--- config.mk ---
export PLATFORM = sky130hd
export DESIGN_NAME = mdu_iterative
export DESIGN_NICKNAME = d
export VERILOG_FILES = /design/src/rtl/mdu_iterative.sv
export SDC_FILE = /design/constraint.sdc
export NUM_CORES = 1
export LEC_CHECK = 0
export ABC_AREA = 1
export CAP_MARGIN = 20
export CELL_PAD_IN_SITES_DETAIL_PLACEMENT = 0
export CELL_PAD_IN_SITES_GLOBAL_PLACEMENT = 1
export CORE_UTILIZATION = 31
export CTS_CLUSTER_DIAMETER = 100
export DETAILED_ROUTE_END_ITERATION = 8
export PLACE_DENSITY_LB_ADDON = 0.3
export SLEW_MARGIN = 20
export SYNTH_ARGS = -nofsm -noshare
export SYNTH_HDL_FRONTEND = slang
export SYNTH_SLANG_ARGS = --single-unit
--- constraint.sdc ---
create_clock -name clk_i -period 4 [get_ports clk_i]
set_input_delay 1.2 -clock clk_i [delete_from_list [all_inputs] [get_ports clk_i]]
set_output_delay 1.2 -clock clk_i [all_outputs]
set_load 0.005 [all_outputs]
--- src/rtl/mdu_iterative.sv ---
// mdu_iterative: RV32M/RV64M multiply/divide, shift-add multiplier and restoring divider.
// Build option MDU_SINGLE_CYCLE_MUL_EN: multiplies resolve combinationally at acceptance.
module mdu_iterative #(
    parameter int XLEN  = 32,
    parameter int CNT_W = $clog2(XLEN) + 1
) (
    input  logic            clk_i,
    input  logic            rst_i,
    input  logic            req_valid_i,
    output logic            req_ready_o,
    input  logic [2:0]      op_sel_i,
    input  logic [XLEN-1:0] opr_a_i,
    input  logic [XLEN-1:0] opr_b_i,
    input  logic            kill_i,
    output logic            res_valid_o,
    input  logic            res_ready_i,
    output logic [XLEN-1:0] res_o,
    output logic            busy_o
);

    localparam logic [2:0] OP_MUL    = 3'd0;
    localparam logic [2:0] OP_MULH   = 3'd1;
    localparam logic [2:0] OP_MULHSU = 3'd2;
    localparam logic [2:0] OP_DIV    = 3'd4;
    localparam logic [2:0] OP_REM    = 3'd6;

    localparam logic [XLEN-1:0]  ALL_ONES = '1;
    localparam logic [XLEN-1:0]  INT_MIN  = {1'b1, {(XLEN-1){1'b0}}};
    localparam logic [CNT_W-1:0] CNT_LAST = CNT_W'(XLEN - 1);

    typedef enum logic [1:0] {
        IDLE,
        BUSY,
        DONE
    } state_t;

    state_t state;
    state_t state_next;

    // hi half: running sum / partial remainder; lo half: multiplier / quotient
    logic [2*XLEN-1:0] acc;
    logic [2*XLEN-1:0] acc_step;
    logic [XLEN-1:0]   opb;
    logic [2:0]        op;
    logic              neg;
    logic [XLEN-1:0]   res;
    logic [CNT_W-1:0]  cnt;

    logic            accept;
    logic            finish;
    logic            in_div;
    logic            a_sgn;
    logic            b_sgn;
    logic            a_neg;
    logic            b_neg;
    logic            neg_new;
    logic [XLEN-1:0] mag_a;
    logic [XLEN-1:0] mag_b;

    logic            special;
    logic [XLEN-1:0] special_res;
    logic [XLEN-1:0] final_res;

    logic [XLEN:0]     mul_sum;
    logic [XLEN:0]     div_tmp;
    logic [XLEN:0]     div_diff;
    logic              div_ge;
    logic [2*XLEN-1:0] prod;
    logic [XLEN-1:0]   quo;
    logic [XLEN-1:0]   rem;

`ifdef MDU_SINGLE_CYCLE_MUL_EN
    logic [2*XLEN-1:0] prod_fast;
`endif

    // Operand sign decode and magnitudes for the unsigned core
    always_comb begin
        in_div = op_sel_i[2];
        a_sgn = (op_sel_i == OP_MULH) || (op_sel_i == OP_MULHSU) ||
                (op_sel_i == OP_DIV) || (op_sel_i == OP_REM);
        b_sgn = (op_sel_i == OP_MULH) || (op_sel_i == OP_DIV) ||
                (op_sel_i == OP_REM);
        a_neg = a_sgn & opr_a_i[XLEN-1];
        b_neg = b_sgn & opr_b_i[XLEN-1];
        mag_a = a_neg ? -opr_a_i : opr_a_i;
        mag_b = b_neg ? -opr_b_i : opr_b_i;
        // remainder follows the dividend; everything else follows sign xor
        neg_new = (op_sel_i == OP_REM) ? a_neg : (a_neg ^ b_neg);
    end

    // Results known at acceptance that skip iteration
    always_comb begin
        special     = 1'b0;
        special_res = '0;
`ifdef MDU_SINGLE_CYCLE_MUL_EN
        prod_fast   = '0;
`endif
        if (in_div) begin
            if (opr_b_i == '0) begin
                special     = 1'b1;
                special_res = op_sel_i[1] ? opr_a_i : ALL_ONES;
            end else if (!op_sel_i[0] && opr_a_i == INT_MIN &&
                         opr_b_i == ALL_ONES) begin
                special     = 1'b1;
                special_res = op_sel_i[1] ? '0 : INT_MIN;
            end
        end else begin
`ifdef MDU_SINGLE_CYCLE_MUL_EN
            special   = 1'b1;
            prod_fast = {{XLEN{1'b0}}, mag_a} * {{XLEN{1'b0}}, mag_b};
            if (neg_new) begin
                prod_fast = -prod_fast;
            end
            special_res = (op_sel_i == OP_MUL) ? prod_fast[XLEN-1:0]
                                               : prod_fast[2*XLEN-1:XLEN];
`else
            if (opr_a_i == '0 || opr_b_i == '0) begin
                special = 1'b1;
            end
`endif
        end
    end

    // One multiply or divide step, plus sign fix-up of the stepped value
    always_comb begin
        mul_sum  = {1'b0, acc[2*XLEN-1:XLEN]} + (acc[0] ? {1'b0, opb} : '0);
        div_tmp  = {acc[2*XLEN-1:XLEN], acc[XLEN-1]};
        div_diff = div_tmp - {1'b0, opb};
        div_ge   = !div_diff[XLEN];
        if (op[2]) begin
            acc_step = {(div_ge ? div_diff[XLEN-1:0] : div_tmp[XLEN-1:0]),
                        acc[XLEN-2:0], div_ge};
        end else begin
            acc_step = {mul_sum, acc[XLEN-1:1]};
        end
        prod = neg ? -acc_step : acc_step;
        quo  = neg ? -acc_step[XLEN-1:0] : acc_step[XLEN-1:0];
        rem  = neg ? -acc_step[2*XLEN-1:XLEN] : acc_step[2*XLEN-1:XLEN];
        if (op[2]) begin
            final_res = op[1] ? rem : quo;
        end else begin
            final_res = (op == OP_MUL) ? prod[XLEN-1:0] : prod[2*XLEN-1:XLEN];
        end
    end

    // State register
    always_ff @(posedge clk_i) begin
        if (rst_i) begin
            state <= IDLE;
        end else begin
            state <= state_next;
        end
    end

    // Next state, handshake strobes and outputs; kill wins over everything
    always_comb begin
        state_next  = state;
        accept      = 1'b0;
        finish      = 1'b0;
        req_ready_o = (state == IDLE);
        res_valid_o = (state == DONE);
        busy_o      = (state != IDLE);
        res_o       = res;
        if (kill_i) begin
            state_next = IDLE;
        end else begin
            unique case (state)
                IDLE: begin
                    if (req_valid_i) begin
                        accept     = 1'b1;
                        state_next = special ? DONE : BUSY;
                    end
                end
                BUSY: begin
                    if (cnt == CNT_LAST) begin
                        finish     = 1'b1;
                        state_next = DONE;
                    end
                end
                DONE: begin
                    if (res_ready_i) begin
                        state_next = IDLE;
                    end
                end
                default: state_next = IDLE;
            endcase
        end
    end

    // Operand capture, iteration datapath, result and counter
    always_ff @(posedge clk_i) begin
        if (rst_i) begin
            acc <= '0;
            opb <= '0;
            op  <= '0;
            neg <= 1'b0;
            res <= '0;
            cnt <= '0;
        end else begin
            if (accept) begin
                op  <= op_sel_i;
                neg <= neg_new;
                acc <= {{XLEN{1'b0}}, (in_div ? mag_a : mag_b)};
                opb <= in_div ? mag_b : mag_a;
                if (special) begin
                    res <= special_res;
                end
            end else if (state == BUSY && !kill_i) begin
                acc <= acc_step;
                if (finish) begin
                    res <= final_res;
                end
            end
            cnt <= (state == BUSY && !kill_i) ? cnt + CNT_W'(1) : '0;
        end
    end

endmodule
==> summary.md <==
| Metric | Value |
|---|---|
| Final Max Slew Viols | `0` |
| Total CTS buffers | `17` |
| Kind of critical path | `flip-flop to flip-flop` |
| Width of the chip | `245 um` |
| Sequential cell area | `2820 um2` |
| Hold Path Class | `flip-flop to flip-flop` |
| Initial core utilization | `31.5%` |
| Multi-input logic area | `13200 um2` |
| Post-route DRC | `0` |
| Number of global-route vias before repair | `22200` |
| Post-synthesis net count | `3480` |
| Max transition margin | `28.6%` |
| Final Power | `7740 uW` |
| Drt pass-1 iters | `6` |
| NumNets Final | `3995` |
| HPWL Detailed | `77500 um` |
| Fmax | `254 MHz` |
| Via count | `23625` |
| Area growth syn-to-layout | `35.6%` |
| Fin Clk Skew | `0.0153 ns` |
| Die H | `245 um` |
| All-layer global routing usage | `30.9%` |
| Power density cells | `312 nW/um2` |
| Mapped Cells | `3336` |
| Core area | `57900 um2` |
| CP Data Arrival Time | `4.39 ns` |
| Peak supply drop | `0.377 mV` |
| Mean Syn Cell Area | `5.48 um2` |
| First-pass GRT wire length | `138000 um` |
| Final critical-path share of the clock period | `98.5%` |
| Fillers | `6477` |
| H-tree depth | `4` |
| Routed vias/inst | `5.10` |
| Crit path largest cell delay | `0.44 ns` |
| I/O pins | `107` |
| CP Max Fanout | `5` |
| Final setup TNS | `0 ns` |
| Final period demand of the worst path | `3.94 ns` |
| Grt total ovfl | `0` |
| Worst-Skew Late Latency | `0.51 ns` |
| Mean routed wirelength per cell | `20.2 um` |
| RePlAce Congestion | `1.03` |
| Largest net degree at the start of global routing | `73` |
| Final setup margin | `0.0605 ns` |
| Drt total wl | `93700 um` |
| Synth Flop Type | `dfxtp_1` |
| Synth async-reset ratio | `0%` |
| Finished Layout Cells | `4630` |
| Crit end category | `flip-flop` |
| Least-Margin Pin Slew | `1.06 ns` |
| Placement Rows | `88` |
| Setup violators final | `0` |
| Hold_sp | `cnt[0]` |
| Longest Clk Path Bufs | `2` |
| Share of cells above drive strength 1 | `19.8%` |
| DRT iter0 DRCs | `2163` |
| Post-synthesis cell area | `18300 um2` |
| RSZ-0062 raised after global routing | `yes` |
| Sequential fraction of the synthesis area | `15.3%` |
| Cell variety after synth | `55` |
| Pre-CTS setup slack | `-0.793 ns` |
| Post-synth EDFFs | `0` |
| CP Data Required Time | `4.45 ns` |
| ANT nets after route | `0` |
| Die area | `59900 um2` |
| Hold Violations, Final | `0` |
| Clk sinks | `140` |
| Warnings from Yosys | `0` |
| Port Buffers | `106` |
| DP Cell Count | `4587` |
| CTS Root Cell | `clkbuf_16` |
| Crit-path slowest cell | `dfxtp_1` |
| CTS tree | `yes` |
| Maxcap violations | `0` |
| Worst r2r src | `acc[54]` |
| Outcome | `complete, no violations` |
| Lkg Pwr | `0.0132 uW` |
| Kind of start point of the critical path | `flip-flop` |
| Initial antenna violation count | `4` |
| CTS clk-pin slew, worst paths | `0.08 ns` |
| Beginning of the critical path | `acc[54]` |
| Synth Register Bits | `140` |
==> power by group <==
part	switching [uW]	internal (uW)	total, uW
Sequential	76.0	1490	1560
Combinational	2780	1660	4440
Clock	836	895	1730
==> layout make-up <==
| cell class | count | area share [%] |
|---|---|---|
| Antenna cell | 1 | 0.0101 |
| Clock buffer | 18 | 1.77 |
| Clock inverter | 14 | 0.621 |
| Inverter | 572 | 8.68 |
| Multi-Input combinational cell | 2507 | 53.5 |
| Sequential cell | 140 | 11.4 |
| Tap cell | 765 | 3.86 |
| Timing Repair Buffer | 613 | 20.2 |
==> cells in the final DEF, fill, tap and decap left out, drive strengths merged, types with 52 or more instances in the layout <==
cell type / Yosys / layout
a21oi: 188 / 188
buf: 43 / 507
clkdlybuf4s50: 0 / 103
dfxtp: 140 / 140
ha: 70 / 70
inv: 565 / 572
nand2: 945 / 946
nand3: 262 / 262
nor2: 406 / 406
nor3: 52 / 52
o21ai: 248 / 248
xor2: 83 / 83
==> layer usage <==
layer	vias to the layer above	part of all wire (%)	GRT usage (%)
met2	864	45	50.2
met5	-	0	0
met4	0	4.7	14.2
met1	10903	44	40.0
met3	164	6.8	4.93
li1	11694	-	-
==> stage by stage <==
step | util (%) | hold slack (ns) | area (um2)
floorplan | - | 0.418 | 18300
global placement | 40.8 | 0.431 | 23600
detailed placement | 40.8 | 0.442 | 23600
CTS | 41.9 | 0.455 | 24300
global route | 42.8 | 0.487 | 24800
finish | 42.8 | 0.452 | 24800
==> state kept, by name (all words and copies together), names as in the netlist <==
| name | flops |
|---|---|
| acc | 64 |
| opb | 32 |
| res_o | 32 |
| cnt | 6 |
| op | 3 |
| state | 2 |
| neg | 1 |
==> cell usage after synthesis (17+ instances only) <==
library cell	number	share of area, %
o221ai_1	19	0.91
clkbuf_1	75	1.5
inv_1	557	11
nand3b_1	17	0.70
nand3_1	248	6.8
nand2_2	39	1.3
buf_2	23	0.63
o21ai_0	226	6.2
nor2_1	382	7.8
a21oi_1	183	5.0
ha_1	70	4.8
nand2_1	897	18
nand4_1	36	1.2
xor2_1	83	4.0
xnor2_1	25	1.2
o211ai_1	47	1.9
nor3_1	50	1.4
dfxtp_1	140	15
==> cells by family (layout without fill, tap and decap cells) <==
group,after synthesis,in the layout,synth area share [%]
AND/OR/NAND/NOR,1751,1752,41.6
buffers and inverters,690,1217,14.7
AO/OA/AOI/OAI,575,575,18.1
flip-flops,140,140,15.3
XOR/XNOR,108,108,5.18
adder cells (fa/ha/maj),72,72,5.01
other,0,1,0
==> timing repair <==
action	CTS	global route
gates resized for setup	12	119
hold buffers	0	0
setup buffers	0	9
pin swaps	2	35
cloned	0	1
setup endpoints to repair	20	36
==> worst paths after layout <==
kind / end / slack, ns / cells past startpoint
max: res_o[18] / 0.06 / 27
min: cnt[0] / 0.45 / 1
max reg2reg: res_o[18] / 0.06 / 27
min reg2reg: cnt[0] / 0.45 / 1
==> worst max-delay path: cells and delay by family (launching register included) <==
family                   cells  cell delay, ns
AND/OR/NAND/NOR             20            2.12
AO/OA/AOI/OAI                4            0.81
adder cells (fa/ha/maj)      2            0.45
flip-flops                   1            0.44
buffers and inverters        1            0.07
No activity file was read; power rests on OpenSTA's default activity.
